File: src/rtl/miniled_scan_driver.sv
// MiniLED constant-current driver front end: fetches gray words per scan line, shifts them out on
// SDI/DCLK, latches with LE, then runs a GCLK burst with that line's scan output active.
module miniled_scan_driver #(
    parameter int CHANNELS     = 16,
    parameter int GRAY_BITS    = 16,
    parameter int SCAN_LINES   = 4,
    parameter int CLK_DIV      = 2,
    parameter int LE_DCLKS     = 1,
    parameter int GCLK_PULSES  = 4096,
    parameter int BLANK_CYCLES = 8,
    parameter int SCAN_ACT_LOW = 1
) (
    input  logic                                          I_clk,
    input  logic                                          I_rst,
    input  logic                                          I_frame_start,
    input  logic [GRAY_BITS-1:0]                          I_data,
    input  logic                                          I_data_valid,
    output logic                                          O_data_ready,
    output logic [$clog2(SCAN_LINES)-1:0]                 O_line_idx,
    output logic [((CHANNELS > 1) ? $clog2(CHANNELS) : 1)-1:0] O_chan_idx,
    output logic                                          SDI,
    output logic                                          DCLK,
    output logic                                          LE,
    output logic                                          GCLK,
    output logic [SCAN_LINES-1:0]                         O_scan,
    output logic                                          O_busy,
    output logic                                          O_frame_done
);

    localparam int LW     = $clog2(SCAN_LINES);
    localparam int CW     = (CHANNELS > 1) ? $clog2(CHANNELS) : 1;
    localparam int DW     = $clog2(CLK_DIV + 1);
    localparam int BW     = $clog2(GRAY_BITS + 1);
    localparam int LE_LEN = LE_DCLKS * 2 * CLK_DIV;
    localparam int EW     = $clog2(LE_LEN + 1);
    localparam int PW     = $clog2(GCLK_PULSES + 1);
    localparam int KW     = $clog2(BLANK_CYCLES + 1);

    localparam logic [DW-1:0] DIV_LAST   = DW'(CLK_DIV - 1);
    localparam logic [BW-1:0] BIT_LAST   = BW'(GRAY_BITS - 1);
    localparam logic [EW-1:0] LE_LAST    = EW'(LE_LEN - 1);
    localparam logic [PW-1:0] PULSE_MAX  = PW'(GCLK_PULSES);
    localparam logic [KW-1:0] BLANK_LAST = KW'(BLANK_CYCLES - 1);
    localparam logic [CW-1:0] CHAN_LAST  = CW'(CHANNELS - 1);
    localparam logic [LW-1:0] LINE_LAST  = LW'(SCAN_LINES - 1);

    typedef enum logic [2:0] {
        IDLE, LOAD, SHIFT, LATCH, DISPLAY, BLANK, DONE
    } state_t;

    state_t                 state_q, state_d;
    logic [LW-1:0]          line_q;
    logic [CW-1:0]          chan_q;
    logic [GRAY_BITS-1:0]   shreg;
    logic [DW-1:0]          div_q;
    logic [BW-1:0]          bit_q;
    logic [EW-1:0]          le_q;
    logic [PW-1:0]          pulse_q;
    logic [KW-1:0]          blank_q;
    logic                   dclk_q, gclk_q, pending_q;
    logic                   div_end, shift_fall, word_end, le_end, disp_end, blank_end;
    logic                   start_req, active;
    logic [SCAN_LINES-1:0]  scan_on;

    assign div_end    = (div_q == DIV_LAST);
    assign shift_fall = (state_q == SHIFT) && dclk_q && div_end;
    assign word_end   = shift_fall && (bit_q == BIT_LAST);
    assign le_end     = (le_q == LE_LAST);
    assign disp_end   = (state_q == DISPLAY) && gclk_q && div_end && (pulse_q == PULSE_MAX);
    assign blank_end  = (blank_q == BLANK_LAST);
    assign start_req  = I_frame_start || pending_q;
    assign active     = (state_q == LOAD) || (state_q == SHIFT) || (state_q == LATCH) ||
                        (state_q == DISPLAY) || (state_q == BLANK);

    always_ff @(posedge I_clk or posedge I_rst) begin
        if (I_rst) state_q <= IDLE;
        else       state_q <= state_d;
    end

    always_comb begin
        state_d      = state_q;
        O_data_ready = 1'b0;
        O_busy       = active;
        O_frame_done = 1'b0;
        LE           = 1'b0;
        SDI          = 1'b0;
        scan_on      = '0;
        case (state_q)
            IDLE:    if (start_req) state_d = LOAD;
            LOAD: begin
                O_data_ready = 1'b1;
                if (I_data_valid) state_d = SHIFT;
            end
            SHIFT: begin
                SDI = shreg[GRAY_BITS-1];
                if (word_end) state_d = (chan_q != '0) ? LOAD : LATCH;
            end
            LATCH: begin
                LE = 1'b1;
                if (le_end) state_d = DISPLAY;
            end
            DISPLAY: begin
                scan_on[line_q] = 1'b1;
                if (disp_end) state_d = BLANK;
            end
            BLANK:   if (blank_end) state_d = (line_q == LINE_LAST) ? DONE : LOAD;
            DONE: begin
                O_frame_done = 1'b1;
                state_d      = start_req ? LOAD : IDLE;
            end
            default: state_d = IDLE;
        endcase
        O_scan = (SCAN_ACT_LOW != 0) ? ~scan_on : scan_on;
    end

    assign DCLK       = dclk_q;
    assign GCLK       = gclk_q;
    assign O_line_idx = line_q;
    assign O_chan_idx = chan_q;

    // Timing counters; the divider is shared because SHIFT and DISPLAY never overlap.
    always_ff @(posedge I_clk or posedge I_rst) begin
        if (I_rst) begin
            div_q   <= '0;
            bit_q   <= '0;
            le_q    <= '0;
            pulse_q <= '0;
            blank_q <= '0;
            dclk_q  <= 1'b0;
            gclk_q  <= 1'b0;
        end else begin
            if (state_q != state_d || (state_q != SHIFT && state_q != DISPLAY)) div_q <= '0;
            else                                                              div_q <= div_end ? '0 : div_q + 1'b1;

            if (state_q == SHIFT && div_end) dclk_q <= ~dclk_q;
            else if (state_q != SHIFT)       dclk_q <= 1'b0;

            if (state_q != SHIFT) bit_q <= '0;
            else if (shift_fall)  bit_q <= bit_q + 1'b1;

            le_q    <= (state_q == LATCH) ? le_q + 1'b1 : '0;
            blank_q <= (state_q == BLANK) ? blank_q + 1'b1 : '0;

            if (state_q == DISPLAY && div_end) gclk_q <= ~gclk_q;
            else if (state_q != DISPLAY)       gclk_q <= 1'b0;

            if (state_q != DISPLAY)                  pulse_q <= '0;
            else if (div_end && !gclk_q)             pulse_q <= pulse_q + 1'b1;
        end
    end

    // Line/channel indices and the single-level restart request.
    always_ff @(posedge I_clk or posedge I_rst) begin
        if (I_rst) begin
            line_q    <= '0;
            chan_q    <= '0;
            pending_q <= 1'b0;
        end else begin
            if ((state_q == IDLE || state_q == DONE) && state_d == LOAD) begin
                line_q <= '0;
                chan_q <= CHAN_LAST;
            end else if (word_end && chan_q != '0) begin
                chan_q <= chan_q - 1'b1;
            end else if (state_q == BLANK && state_d == LOAD) begin
                line_q <= line_q + 1'b1;
                chan_q <= CHAN_LAST;
            end

            if (state_q == DONE)             pending_q <= 1'b0;
            else if (I_frame_start && active) pending_q <= 1'b1;
        end
    end

    always_ff @(posedge I_clk) begin
        if (state_q == LOAD && I_data_valid) shreg <= I_data;
        else if (shift_fall)                 shreg <= {shreg[GRAY_BITS-2:0], 1'b0};
    end

endmodule

File: config.mk
export PLATFORM = sky130hd
export DESIGN_NAME = miniled_scan_driver
export DESIGN_NICKNAME = d
export VERILOG_FILES = /design/src/rtl/miniled_scan_driver.sv
export SDC_FILE = /design/constraint.sdc
export NUM_CORES = 1
export LEC_CHECK = 0
export ABC_AREA = 1
export CORE_MARGIN = 3
export CORE_UTILIZATION = 59
export DETAILED_ROUTE_END_ITERATION = 10
export PLACE_DENSITY = 0.92
export SYNTH_ARGS = -nofsm -noshare
export SYNTH_HDL_FRONTEND = slang
export SYNTH_SLANG_ARGS = --single-unit
File: constraint.sdc
create_clock -name I_clk -period 3.55 [get_ports I_clk]
set_clock_uncertainty 0.15 [all_clocks]
set_input_delay 0.71 -clock I_clk [delete_from_list [all_inputs] [get_ports I_clk]]
set_output_delay 0.71 -clock I_clk [all_outputs]
set_load 0.01 [all_outputs]
==> flow_metrics.env <==
export IMPL_drive_gt1_share_pct=14.12
export IMPL_place_congestion=0.8786
export IMPL_first_global_vias=2225
export IMPL_synth_edf_count=16
export IMPL_syn_area_sq_mm=0.002893
export IMPL_yosys_register_bits=55
export IMPL_synth_cell_types=35
export IMPL_dp_hpwl_mm=4.438
export IMPL_final_cells=412
export IMPL_ff2ff_setup_slack_ns=1.48
export IMPL_max_freq_mhz=364.3
export IMPL_slew_viol_final=0
export IMPL_worstSetupPathType="register to output port"
export IMPL_power_switching_mw=0.2171
export IMPL_hold_path_class="register to register"
export IMPL_power_density_mw_per_mm2=299.0
export IMPL_cts_tree="done"
export IMPL_via_per_inst=5.303
export IMPL_n_antenna_cell=0
export IMPL_cts_resized=0
export IMPL_final_cell_mix="nand2_1, inv_1, dfrtp_1, nor2_1, clkdlybuf4s50_1"
export IMPL_hp_start="le_q[0]$_DFF_PP0_"
export IMPL_dieWidth_um=76.02
export IMPL_initial_core_util_pct=63.80
export IMPL_holdBufCountCts=0
export IMPL_ys_seq_area_share_pct=50.35
export IMPL_die_h_um=76.02
export IMPL_postCtsSetupRepairBufs=0
export IMPL_ant_nets=0
export IMPL_drt_initial_drc_count=202
export IMPL_worst_skew_pair_late_latency_ns=0.31
export IMPL_synth_top_flop_cell="dfrtp_1"
export IMPL_track_usage_pct=22.46
export IMPL_tightestPinTransition_ns=0.6687
export IMPL_gr_total_overflow=0
export IMPL_htreeDepth=2
export IMPL_num_vias=2185
export IMPL_period_share_pct=77.31
export IMPL_rows=24
export IMPL_critical_path_peak_fanout=16
export IMPL_yosys_warnings=0
export IMPL_p_seq_share_pct=63.4
export IMPL_wirelength_mm=6.048
export IMPL_synthToLayoutAreaGrowth_pct=18.17
export IMPL_cts_clk_slew_worst_paths_ns=0.09
export IMPL_comb_power_share_pct=3.1
export IMPL_grt_start_max_net_pins=40
export IMPL_crit_arrival_ns=1.88
export IMPL_hold_depth=1
export IMPL_irDropWorstVdd_mv=0.2497
export IMPL_nets=379
export IMPL_setup_viol=0
export IMPL_crit_required_ns=2.69
export IMPL_holdPathEnd="le_q[0]$_DFF_PP0_"
export IMPL_wl_per_cell_um=14.68
export IMPL_ios=37
export IMPL_placed_cells_incl_taps=404
export IMPL_cts_buffers=5
export IMPL_power_mw=1.022
export IMPL_max_cap_violations=0
export IMPL_swShare_pct=21.24
export IMPL_critPathLaunchType="register"
export IMPL_reg2reg_depth=5
export IMPL_io_buffers=36
export IMPL_async_flop_share_pct=70.91
export IMPL_synthCells=304
export IMPL_p_leak_nw=1.471
export IMPL_ctsRootBufferMaster="clkbuf_8"
export IMPL_relSlewSlack_pct=55.31
export IMPL_reg2reg_to="shreg[14]$_DFFE_PP_"
export IMPL_status="finished clean"
export IMPL_avgSynthCellArea_sq_um=9.516
export IMPL_drt_pass1_iter_count=6
export IMPL_antenna_found_initial=0
export IMPL_p_int_mw=0.8050
export IMPL_r2r_start="state_q[2]$_DFF_PP0_"
export IMPL_final_common_cell="nand2_1"
export IMPL_core_area_sq_mm=0.004534
export IMPL_tns_ns=0
export IMPL_dieArea_sq_mm=0.005779
export IMPL_grt_pass1_wl_mm=10.46
export IMPL_hold_viol=0
export IMPL_drcViolationCount=0
export IMPL_cts_sinks=55
export IMPL_clk_path_buf_depth=2
export IMPL_synth_nets=337
export IMPL_period_minus_slack_ns=2.745
export IMPL_endpoint_kind="output port"
export IMPL_rsz0062_at_grt="no"
export IMPL_power_share_clock_pct=33.5
-- cell families after synthesis --
logic type / share of synthesized area [%]
XOR/XNOR: 1.514
buffers and inverters: 6.228
adder cells (fa/ha/maj): 5.623
AO/OA/AOI/OAI: 5.363
AND/OR/NAND/NOR: 25.09
multiplexers: 5.839
flip-flops: 50.35
-- worst max-delay path by stage --
| stage | from | endpoint | slack, ns | cells past startpoint |
|---|---|---|---|---|
| after CTS | state_q[1]$_DFF_PP0_ | O_scan[3] | 0.80 | 5 |
| final | state_q[1]$_DFF_PP0_ | O_scan[3] | 0.81 | 5 |
| after floorplan | state_q[1]$_DFF_PP0_ | O_scan[0] | 1.57 | 5 |
| after global routing | state_q[1]$_DFF_PP0_ | O_scan[3] | 0.70 | 5 |
| after detailed placement | I_data_valid | shreg[4]$_DFFE_PP_ | 1.04 | 3 |
| after global placement | I_data_valid | shreg[3]$_DFFE_PP_ | 1.09 | 3 |
-- stage by stage --
stage	instance area, sq um	setup WS [ns]	util [%]	hold slack [ns]
2_1_floorplan	2893	1.570	-	0.2599
3_3_place_gp	3333	1.092	73.51	0.2710
3_5_place_dp	3333	1.041	73.51	0.2812
4_1_cts	3418	0.8031	75.39	0.2950
5_1_grt	3418	0.6963	75.39	0.3182
6_report	3418	0.8054	75.39	0.2868
-- layout make-up --
class                      instances  area, sq um
clock buffer                       6        72.57
clock inverter                     2        12.51
fill                             304         1116
inverter                          45        171.4
multi-input combinational        202         1256
sequential                        55         1456
tap                               65        81.33
timing repair buffer              37        367.9
-- sequential cells by signal, summed over array words and instances (netlist names) --
signal	count
DCLK	1
GCLK	1
O_chan_idx	4
O_line_idx	2
bit_q	5
blank_q	4
div_q	2
le_q	3
pending_q	1
pulse_q	13
shreg	16
state_q	3
-- power groups by stage --
| stage | combinational (mW) | clock (mW) | sequential, mW |
|---|---|---|---|
| finish | 0.0312 | 0.343 | 0.648 |
| global route | 0.0340 | 0.370 | 0.648 |
| CTS | 0.0320 | 0.346 | 0.648 |
| detailed placement | 0.0317 | 0 | 0.661 |
| global placement | 0.0317 | 0 | 0.661 |
| floorplan | 0.00694 | 0 | 0.661 |
-- synthesized netlist by cell type, drive strengths merged, types with 2 or more instances --
cell type | instances | area (sq um)
o22ai | 3 | 18.77
mux2 | 15 | 168.9
xnor2 | 4 | 35.03
nand3 | 24 | 152.7
nor4 | 2 | 27.53
ha | 13 | 162.7
nor3 | 6 | 35.03
inv | 45 | 171.4
o21a | 2 | 15.01
nor3b | 2 | 15.01
dfrtp | 39 | 975.9
edfxtp | 16 | 480.5
a21oi | 11 | 55.05
nor2 | 46 | 205.2
nand4 | 3 | 33.78
o21ai | 10 | 50.04
nand2 | 58 | 256.5
-- worst max-delay path: stages, from the launching register on --
cell,delay (ns)
dfrtp_1,0.47
inv_2,0.12
nand2_2,0.08
nor2_4,0.31
nand2_1,0.11
clkdlybuf4s50_1,0.49
-- metal layers --
layer | vias up | global-route usage (%) | share of wire [%]
met5 | - | 0 | 0
met4 | 0 | 9.783 | 3.3
met3 | 19 | 3.783 | 3.2
met2 | 54 | 38.39 | 49
met1 | 1035 | 28.18 | 44
li1 | 1077 | - | -
(Power assumes the default switching activity.)
